$ cat src/rtl/ucsbece154b_icache_if.sv
// Fetch-side and memory-side signals of the instruction cache.
// The slave modport is the cache's view; the master modport is the core/memory view.
interface ucsbece154b_icache_if #(
  parameter int ADR_WIDTH = 32
) ();
  logic                 ReadEnable_i;
  logic [ADR_WIDTH-1:0] ReadAddress_i;
  logic [31:0]          Instruction_o;
  logic                 Ready_o;
  logic                 MemReadRequest_o;
  logic [ADR_WIDTH-1:0] MemReadAddress_o;
  logic [31:0]          MemDataIn_i;
  logic                 MemDataReady_i;

  modport slave (
    input  ReadEnable_i, ReadAddress_i, MemDataIn_i, MemDataReady_i,
    output Instruction_o, Ready_o, MemReadRequest_o, MemReadAddress_o
  );

  modport master (
    output ReadEnable_i, ReadAddress_i, MemDataIn_i, MemDataReady_i,
    input  Instruction_o, Ready_o, MemReadRequest_o, MemReadAddress_o
  );
endinterface

$ cat src/rtl/ucsbece154b_icache.sv
// Set-associative read-only instruction cache: combinational hits, block refill
// by word-per-beat burst into a line buffer, round-robin replacement per set.
module ucsbece154b_icache #(
  parameter int NUM_SETS    = 8,
  parameter int NUM_WAYS    = 4,
  parameter int BLOCK_WORDS = 4,
  parameter int ADR_WIDTH   = 32
) (
  input  logic                 clk,
  input  logic                 reset,
  ucsbece154b_icache_if.slave  bus
);
  localparam int OFS_W   = $clog2(BLOCK_WORDS);
  localparam int SET_W   = $clog2(NUM_SETS);
  localparam int WAY_W   = (NUM_WAYS > 1) ? $clog2(NUM_WAYS) : 1;
  localparam int OFS_LSB = 2 + OFS_W;
  localparam int SET_LSB = OFS_LSB;
  localparam int TAG_W   = ADR_WIDTH - OFS_LSB - SET_W;

  typedef enum logic [1:0] {IDLE, REQ, FILL} state_t;

  // storage
  logic [NUM_SETS-1:0][NUM_WAYS-1:0]    valid_q;
  logic [NUM_SETS-1:0][WAY_W-1:0]       vptr_q;
  logic [TAG_W-1:0]                     tag_q  [NUM_SETS][NUM_WAYS];
  logic [BLOCK_WORDS-1:0][31:0]         data_q [NUM_SETS][NUM_WAYS];

  // control
  state_t                       state_q, state_d;
  logic [OFS_W-1:0]             cnt_q, cnt_d;
  logic [ADR_WIDTH-1:0]         adr_q, adr_d;
  logic [WAY_W-1:0]             victim_q, victim_d;
  logic                         useptr_q, useptr_d;
  logic [BLOCK_WORDS-1:0][31:0] line_q, line_d;
  logic                         fill_done;

  // lookup
  logic [OFS_W-1:0] rd_word;
  logic [SET_W-1:0] rd_set;
  logic [TAG_W-1:0] rd_tag;
  logic             hit, inv_found;
  logic [WAY_W-1:0] hit_way, inv_way;
  logic [1:0]       unused_byte;

  logic [SET_W-1:0] f_set;
  logic [TAG_W-1:0] f_tag;
  logic [WAY_W-1:0] vptr_nxt;

  logic        ready;
  logic [31:0] instr;
  logic        req;

  assign rd_word     = bus.ReadAddress_i[2 +: OFS_W];
  assign rd_set      = bus.ReadAddress_i[SET_LSB +: SET_W];
  assign rd_tag      = bus.ReadAddress_i[ADR_WIDTH-1 -: TAG_W];
  assign unused_byte = bus.ReadAddress_i[1:0];

  assign f_set    = adr_q[SET_LSB +: SET_W];
  assign f_tag    = adr_q[ADR_WIDTH-1 -: TAG_W];
  assign vptr_nxt = (NUM_WAYS == 1) ? '0 : victim_q + WAY_W'(1);

  // Descending scan so the lowest-index match/invalid way wins.
  always_comb begin
    hit       = 1'b0;
    hit_way   = '0;
    inv_found = 1'b0;
    inv_way   = '0;
    for (int w = NUM_WAYS - 1; w >= 0; w--) begin
      if (valid_q[rd_set][w] && (tag_q[rd_set][w] == rd_tag)) begin
        hit     = 1'b1;
        hit_way = WAY_W'(w);
      end
      if (!valid_q[rd_set][w]) begin
        inv_found = 1'b1;
        inv_way   = WAY_W'(w);
      end
    end
  end

  always_comb begin
    state_d   = state_q;
    cnt_d     = cnt_q;
    adr_d     = adr_q;
    victim_d  = victim_q;
    useptr_d  = useptr_q;
    line_d    = line_q;
    fill_done = 1'b0;
    ready     = 1'b0;
    instr     = 32'h0;
    req       = 1'b0;
    case (state_q)
      IDLE: begin
        if (bus.ReadEnable_i && hit) begin
          ready = 1'b1;
          instr = data_q[rd_set][hit_way][rd_word];
        end else if (bus.ReadEnable_i) begin
          adr_d    = {bus.ReadAddress_i[ADR_WIDTH-1:OFS_LSB], {OFS_LSB{1'b0}}};
          victim_d = inv_found ? inv_way : vptr_q[rd_set];
          useptr_d = !inv_found;
          state_d  = REQ;
        end
      end
      REQ: begin
        req     = 1'b1;
        state_d = FILL;
      end
      FILL: begin
        if (bus.MemDataReady_i) begin
          line_d[cnt_q] = bus.MemDataIn_i;
          cnt_d         = cnt_q + OFS_W'(1);
          if (cnt_q == OFS_W'(BLOCK_WORDS - 1)) begin
            fill_done = 1'b1;
            cnt_d     = '0;
            state_d   = IDLE;
          end
        end
      end
      default: state_d = IDLE;
    endcase
  end

  always_ff @(posedge clk) begin
    if (reset) begin
      state_q  <= IDLE;
      cnt_q    <= '0;
      adr_q    <= '0;
      victim_q <= '0;
      useptr_q <= 1'b0;
      line_q   <= '0;
      valid_q  <= '0;
      vptr_q   <= '0;
    end else begin
      state_q  <= state_d;
      cnt_q    <= cnt_d;
      adr_q    <= adr_d;
      victim_q <= victim_d;
      useptr_q <= useptr_d;
      line_q   <= line_d;
      if (fill_done) begin
        valid_q[f_set][victim_q] <= 1'b1;
        if (useptr_q) vptr_q[f_set] <= vptr_nxt;
      end
    end
  end

  // Tag/data arrays carry no reset; the final beat goes straight from line_d.
  always_ff @(posedge clk) begin
    if (fill_done && !reset) begin
      tag_q[f_set][victim_q]  <= f_tag;
      data_q[f_set][victim_q] <= line_d;
    end
  end

  assign bus.Ready_o          = ready && !reset;
  assign bus.Instruction_o    = reset ? 32'h0 : instr;
  assign bus.MemReadRequest_o = req;
  assign bus.MemReadAddress_o = adr_q;
endmodule

$ cat src/flat_wrapper.sv
// flat-port wrapper written by rule: the top's interface ports become plain ports
module ucsbece154b_icache_flat 
#(
  parameter int NUM_SETS    = 8,
  parameter int NUM_WAYS    = 4,
  parameter int BLOCK_WORDS = 4,
  parameter int ADR_WIDTH   = 32
)
  (clk, reset, bus_ReadEnable_i, bus_ReadAddress_i, bus_MemDataIn_i, bus_MemDataReady_i, bus_Instruction_o, bus_Ready_o, bus_MemReadRequest_o, bus_MemReadAddress_o);
  ucsbece154b_icache_if #(.ADR_WIDTH(ADR_WIDTH)) bus_i ();
  input  logic clk;
  input  logic reset;
  input wire logic [$bits(bus_i.ReadEnable_i)-1:0] bus_ReadEnable_i;
  input wire logic [$bits(bus_i.ReadAddress_i)-1:0] bus_ReadAddress_i;
  input wire logic [$bits(bus_i.MemDataIn_i)-1:0] bus_MemDataIn_i;
  input wire logic [$bits(bus_i.MemDataReady_i)-1:0] bus_MemDataReady_i;
  output wire logic [$bits(bus_i.Instruction_o)-1:0] bus_Instruction_o;
  output wire logic [$bits(bus_i.Ready_o)-1:0] bus_Ready_o;
  output wire logic [$bits(bus_i.MemReadRequest_o)-1:0] bus_MemReadRequest_o;
  output wire logic [$bits(bus_i.MemReadAddress_o)-1:0] bus_MemReadAddress_o;
  assign bus_i.ReadEnable_i = bus_ReadEnable_i;
  assign bus_i.ReadAddress_i = bus_ReadAddress_i;
  assign bus_i.MemDataIn_i = bus_MemDataIn_i;
  assign bus_i.MemDataReady_i = bus_MemDataReady_i;
  assign bus_Instruction_o = bus_i.Instruction_o;
  assign bus_Ready_o = bus_i.Ready_o;
  assign bus_MemReadRequest_o = bus_i.MemReadRequest_o;
  assign bus_MemReadAddress_o = bus_i.MemReadAddress_o;
  ucsbece154b_icache #(.NUM_SETS(NUM_SETS), .NUM_WAYS(NUM_WAYS), .BLOCK_WORDS(BLOCK_WORDS), .ADR_WIDTH(ADR_WIDTH)) u_core (.clk(clk), .reset(reset), .bus(bus_i));
endmodule
$ cat config.mk
export PLATFORM = sky130hd
export DESIGN_NAME = ucsbece154b_icache_flat
export DESIGN_NICKNAME = d
export VERILOG_FILES = /design/src/rtl/ucsbece154b_icache_if.sv /design/src/rtl/ucsbece154b_icache.sv /design/src/flat_wrapper.sv
export SDC_FILE = /design/constraint.sdc
export NUM_CORES = 2
export LEC_CHECK = 0
export BUFFER_PORTS_ARGS = -buffer_cell sky130_fd_sc_hd__buf_2
export CORE_MARGIN = 3
export CORE_UTILIZATION = 60
export CTS_BUF_LIST = sky130_fd_sc_hd__clkbuf_4 sky130_fd_sc_hd__clkbuf_8
export CTS_CLUSTER_SIZE = 20
export DETAILED_ROUTE_END_ITERATION = 10
export GPL_TIMING_DRIVEN = 1
export HOLD_SLACK_MARGIN = 0.15
export PLACE_DENSITY = 0.76
export REMOVE_ABC_BUFFERS = 1
export SYNTH_ARGS = -nofsm -noshare
export SYNTH_HDL_FRONTEND = slang
export SYNTH_MEMORY_MAX_BITS = 65536
export SYNTH_SLANG_ARGS = --single-unit
$ cat constraint.sdc
create_clock -name clk -period 22.4 [get_ports clk]
set_input_delay 3.36 -clock clk [delete_from_list [all_inputs] [get_ports clk]]
set_output_delay 3.36 -clock clk [all_outputs]
set_load 0.01 [all_outputs]
==> out/summary.log <==
INFO  worst_setup_path maximum_fanout_encountered_on_the_critical_timing_path=75
INFO  global_route   grt_start_max_net_pins=139
INFO  route          met3_routed_length=64,870um
INFO  pwr            p_comb_frac=0.031
INFO  synth          synth_area_leaders=edfxtp_1, mux4_2, dfxtp_1
INFO  timing         rsz0062_at_grt=false
INFO  synth          primary_ff_master_synth=edfxtp_1
INFO  pwr            switching_share=0.2116
INFO  clock_tree     path_clk_slew=0.06ns
INFO  finish         synthToLayoutAreaGrowth=11.05%
INFO  worst_setup_path critPathLaunch=bus_ReadAddress_i[4]
INFO  worst_setup_path start_kind=primary input
INFO  floorplanning  design.core.area=0.3250mm^2
INFO  global_route   globalRouteTotalUtil=0.3066
INFO  clock_tree     clock_root_buffer=clkbuf_8
INFO  route          antenna_violating_nets_post_route=0
INFO  timing         fmax=0.06520GHz
INFO  pwr            power-per-cell-area=85.31mW/mm^2
INFO  finish         drive_gt1_frac=0.2870
INFO  clock_tree     tritoncts.num_buffers=762
INFO  worst_setup_path cp_data_arrival_time=11.98ns
INFO  pwr            pwr-share-seq=0.558
INFO  route          drt-total-wl=511,300um
INFO  place          postPlaceCellArea=0.2026mm^2
INFO  timing         worst_slew_margin_rel=0.04929
INFO  hold_path      holdCritPathClass=reg -> reg
INFO  route          route.detailed.vias_per_inst=6.791
INFO  synth          synthDistinctLibCells=78
INFO  clock_tree     cts_num_sinks=5,107
INFO  clock_tree     post_cts_buffers=0
INFO  synth          number_of_register_bits_inferred_by_synthesis=5,107
INFO  pwr            p_leak=0.06793uW
INFO  timing         skew=0.04920ns
INFO  place          post-place-cells=13.62k
INFO  clock_tree     cts_hold_buf=0
INFO  place          routabilityCongestion=0.9069
INFO  floorplanning  num_rows=209
INFO  worst_setup_path timing.reg2reg.setup_slack=15.82ns
INFO  global_route   grt_antenna_before_repair=25
INFO  route          drtPass1Iterations=9
INFO  timing         final-setup-viol-count=0
INFO  timing         finalCriticalPeriod=15.34ns
INFO  timing         report.final.slew_viol_count=0
INFO  route          route.detailed.drc=0
INFO  timing         worstMarginPinSlew=1.424ns
INFO  floorplanning  fp.dieArea=0.3344mm^2
INFO  job            drv_cap=0
INFO  pwr            clock_power_share=0.411
INFO  finish         stdcell_count=15.05k
INFO  global_route   global_route.overflow_total=0
INFO  route          dr.first_iter.drc_count=15.71k
INFO  timing         hold_viol=0
INFO  global_route   first_global_vias=102.7k
INFO  floorplanning  die_height=578.3um
INFO  worst_setup_path worst_r2r_startpoint=u_core.state_q[1]
INFO  route          met2RoutedLength=244,900um
INFO  floorplanning  start_util=0.6045
INFO  route          met1Wirelength=182,700um
INFO  hold_path      min_from=u_core.valid_q[5]
INFO  timing         worst_setup_slack_after_layout=7.064ns
INFO  route          num_vias=102.2k
INFO  synth          synthesis.area_per_instance=20.75um^2
INFO  worst_setup_path worst-setup-path-type=in -> out
INFO  place          hpwlAfterDp=252,200um
INFO  synth          synth_cells=9,470
INFO  route          wl_per_cell=33.97um
INFO  synth          async_reset_ff_frac=0
INFO  synth          synth_warnings=0
INFO  floorplanning  top_level_ports=134
INFO  synth          ys_seq_area_frac=0.7697
INFO  worst_setup_path setup.worst_path.end_class=output pin
INFO  clock_tree     clockBufferDepth=4
INFO  outcome        status=finished clean
INFO  global_route   grt_pass1_wl=731,200um
INFO  finish         layout.nets=10.14k
INFO  timing         fin_tns_setup=0ns
INFO  place          io_buffer_count=127
INFO  floorplanning  dieWidth=578.3um
INFO  synth          post_synthesis_instance_area=0.1965mm^2
INFO  pwr            worst_supply_voltage_drop_on_vdd=68.07uV
INFO  place          preCtsSetupSlack=7.288ns
INFO  pwr            internal_power=14,680uW
INFO  synth          largest_area_contributor_in_the_netlist=edfxtp_1
INFO  synth          synth_enable_flop_cells=4,896
INFO  clock_tree     clock_latency_reported_for_the_late_side_of_the_worst_skew_pair=1.21ns
INFO  clock_tree     htree_levels=6
INFO  pwr            p_sw=3939uW
INFO  route          top_layer=met5
INFO  synth          synth_top_cell_area_share=0.7482
INFO  worst_setup_path critical_path_required=19.04ns
INFO  clock_tree     cts_resized=0
INFO  timing         timing.final.crit_share=0.6847
INFO  finish         final_area=0.2182mm^2
INFO  clock_tree     cts_tree=yes
path summary, 6_finish.rpt:
kind / end / depth (start not counted)
hold reg to reg: u_core.valid_q[5] / 2
hold / removal: u_core.valid_q[5] / 2
setup reg to reg: u_core.data_q[7][342] / 9
setup / recovery: bus_Instruction_o[2] / 18
cell families after synthesis:
group	count (synthesis)	share of synthesized area
flip-flops	5107	0.7697
multiplexers	1664	0.1598
AO/OA/AOI/OAI	477	0.01685
XOR/XNOR	68	0.003031
buffers and inverters	585	0.01353
adder cells (fa/ha/maj)	8	0.0005094
other	1	0.00001908
AND/OR/NAND/NOR	1560	0.03653
synthesized netlist by cell type (11+ instances only):
master / n
a211oi_1: 30
a21oi_1: 49
a221oi_1: 11
a22o_1: 20
a22oi_1: 55
a31oi_1: 33
a32oi_1: 26
and2_1: 17
buf_1: 85
buf_2: 114
buf_4: 35
buf_6: 25
clkbuf_1: 284
dfxtp_1: 211
edfxtp_1: 4896
inv_1: 42
mux2_2: 192
mux2i_1: 311
mux4_2: 1159
nand2_1: 808
nand3_1: 236
nand4_1: 120
nor2_1: 126
nor2b_1: 139
nor3_1: 35
nor4_1: 20
o2111ai_1: 18
o21a_1: 12
o21ai_0: 44
o22ai_1: 123
xnor2_1: 20
xor2_1: 48
layout make-up:
class / count / area (um^2)
sequential: 5107 / 151200
fill: 19830 / 106800
multi-input combinational: 3781 / 43010
clock buffer: 1152 / 13840
tap: 4325 / 5411
timing repair buffer: 367 / 2728
clock inverter: 257 / 1765
inverter: 42 / 165.2
antenna: 19 / 47.55
through the flow:
| stage | utilization | hold WS (ns) | total power (uW) |
|---|---|---|---|
| floorplan | - | 0.4443 | 10870 |
| finish | 0.6713 | 0.4746 | 18620 |
| global placement | 0.6232 | 0.4577 | 11150 |
| CTS | 0.6712 | 0.4712 | 18680 |
| detailed placement | 0.6232 | 0.4614 | 11170 |
| global route | 0.6712 | 0.4928 | 19140 |
registers in the layout, indices dropped and copies added, names as in the netlist:
register / cells
u_core.line_q: 128
u_core.victim_q: 2
u_core.valid_q: 32
u_core.vptr_q: 16
u_core.useptr_q: 1
u_core.bus.MemReadAddress_o: 28
u_core.cnt_q: 2
u_core.data_q: 4096
u_core.tag_q: 800
u_core.state_q: 2
worst max-delay path, cell delays in order:
cell,delay (ns)
buf_12,0.39
buf_4,0.83
buf_4,0.71
mux4_2,0.58
mux2i_1,0.58
xor2_1,0.34
nand2_1,0.11
nor4b_1,0.38
and4_1,0.37
a21o_1,0.50
and2_4,0.66
buf_4,0.74
buf_4,0.93
nand2_1,0.17
nand3_1,0.15
nand4_1,0.32
nand4_1,0.35
buf_2,0.19
placed cells by master (no fill, tap or decap), types with 17 or more instances in the layout:
| cell type | Yosys | routed |
|---|---|---|
| a211oi_1 | 30 | 30 |
| a21oi_1 | 49 | 48 |
| a22o_1 | 20 | 20 |
| a22oi_1 | 55 | 55 |
| a31oi_1 | 33 | 33 |
| a32oi_1 | 26 | 26 |
| and2_1 | 17 | 17 |
| buf_12 | 0 | 21 |
| buf_2 | 114 | 122 |
| buf_4 | 35 | 222 |
| clkbuf_4 | 0 | 322 |
| clkbuf_8 | 0 | 830 |
| clkinv_1 | 0 | 130 |
| clkinv_2 | 0 | 62 |
| dfxtp_1 | 211 | 211 |
| diode_2 | 0 | 19 |
| edfxtp_1 | 4896 | 4896 |
| inv_1 | 42 | 40 |
| mux2_2 | 192 | 192 |
| mux2i_1 | 311 | 311 |
| mux4_2 | 1159 | 1159 |
| nand2_1 | 808 | 802 |
| nand3_1 | 236 | 235 |
| nand4_1 | 120 | 120 |
| nor2_1 | 126 | 85 |
| nor2_4 | 0 | 39 |
| nor2b_1 | 139 | 137 |
| nor3_1 | 35 | 35 |
| nor4_1 | 20 | 19 |
| o2111ai_1 | 18 | 18 |
| o21ai_0 | 44 | 44 |
| o22ai_1 | 123 | 123 |
| xnor2_1 | 20 | 20 |
| xor2_1 | 48 | 48 |
power by group through the flow:
stage               clock network [uW]  logic [uW]  registers [uW]
floorplan                            0         284           10600
global placement                     0         567           10600
detailed placement                   0         576           10600
CTS                               7720         578           10400
global route                      8140         612           10400
finish                            7650         580           10400
routing by layer:
layer	vias up	track usage
met3	1154	0.07036
met5	-	0
li1	40270	-
met4	6	0.1122
met2	7664	0.4805
met1	53110	0.4302
(Power assumes the default switching activity.)
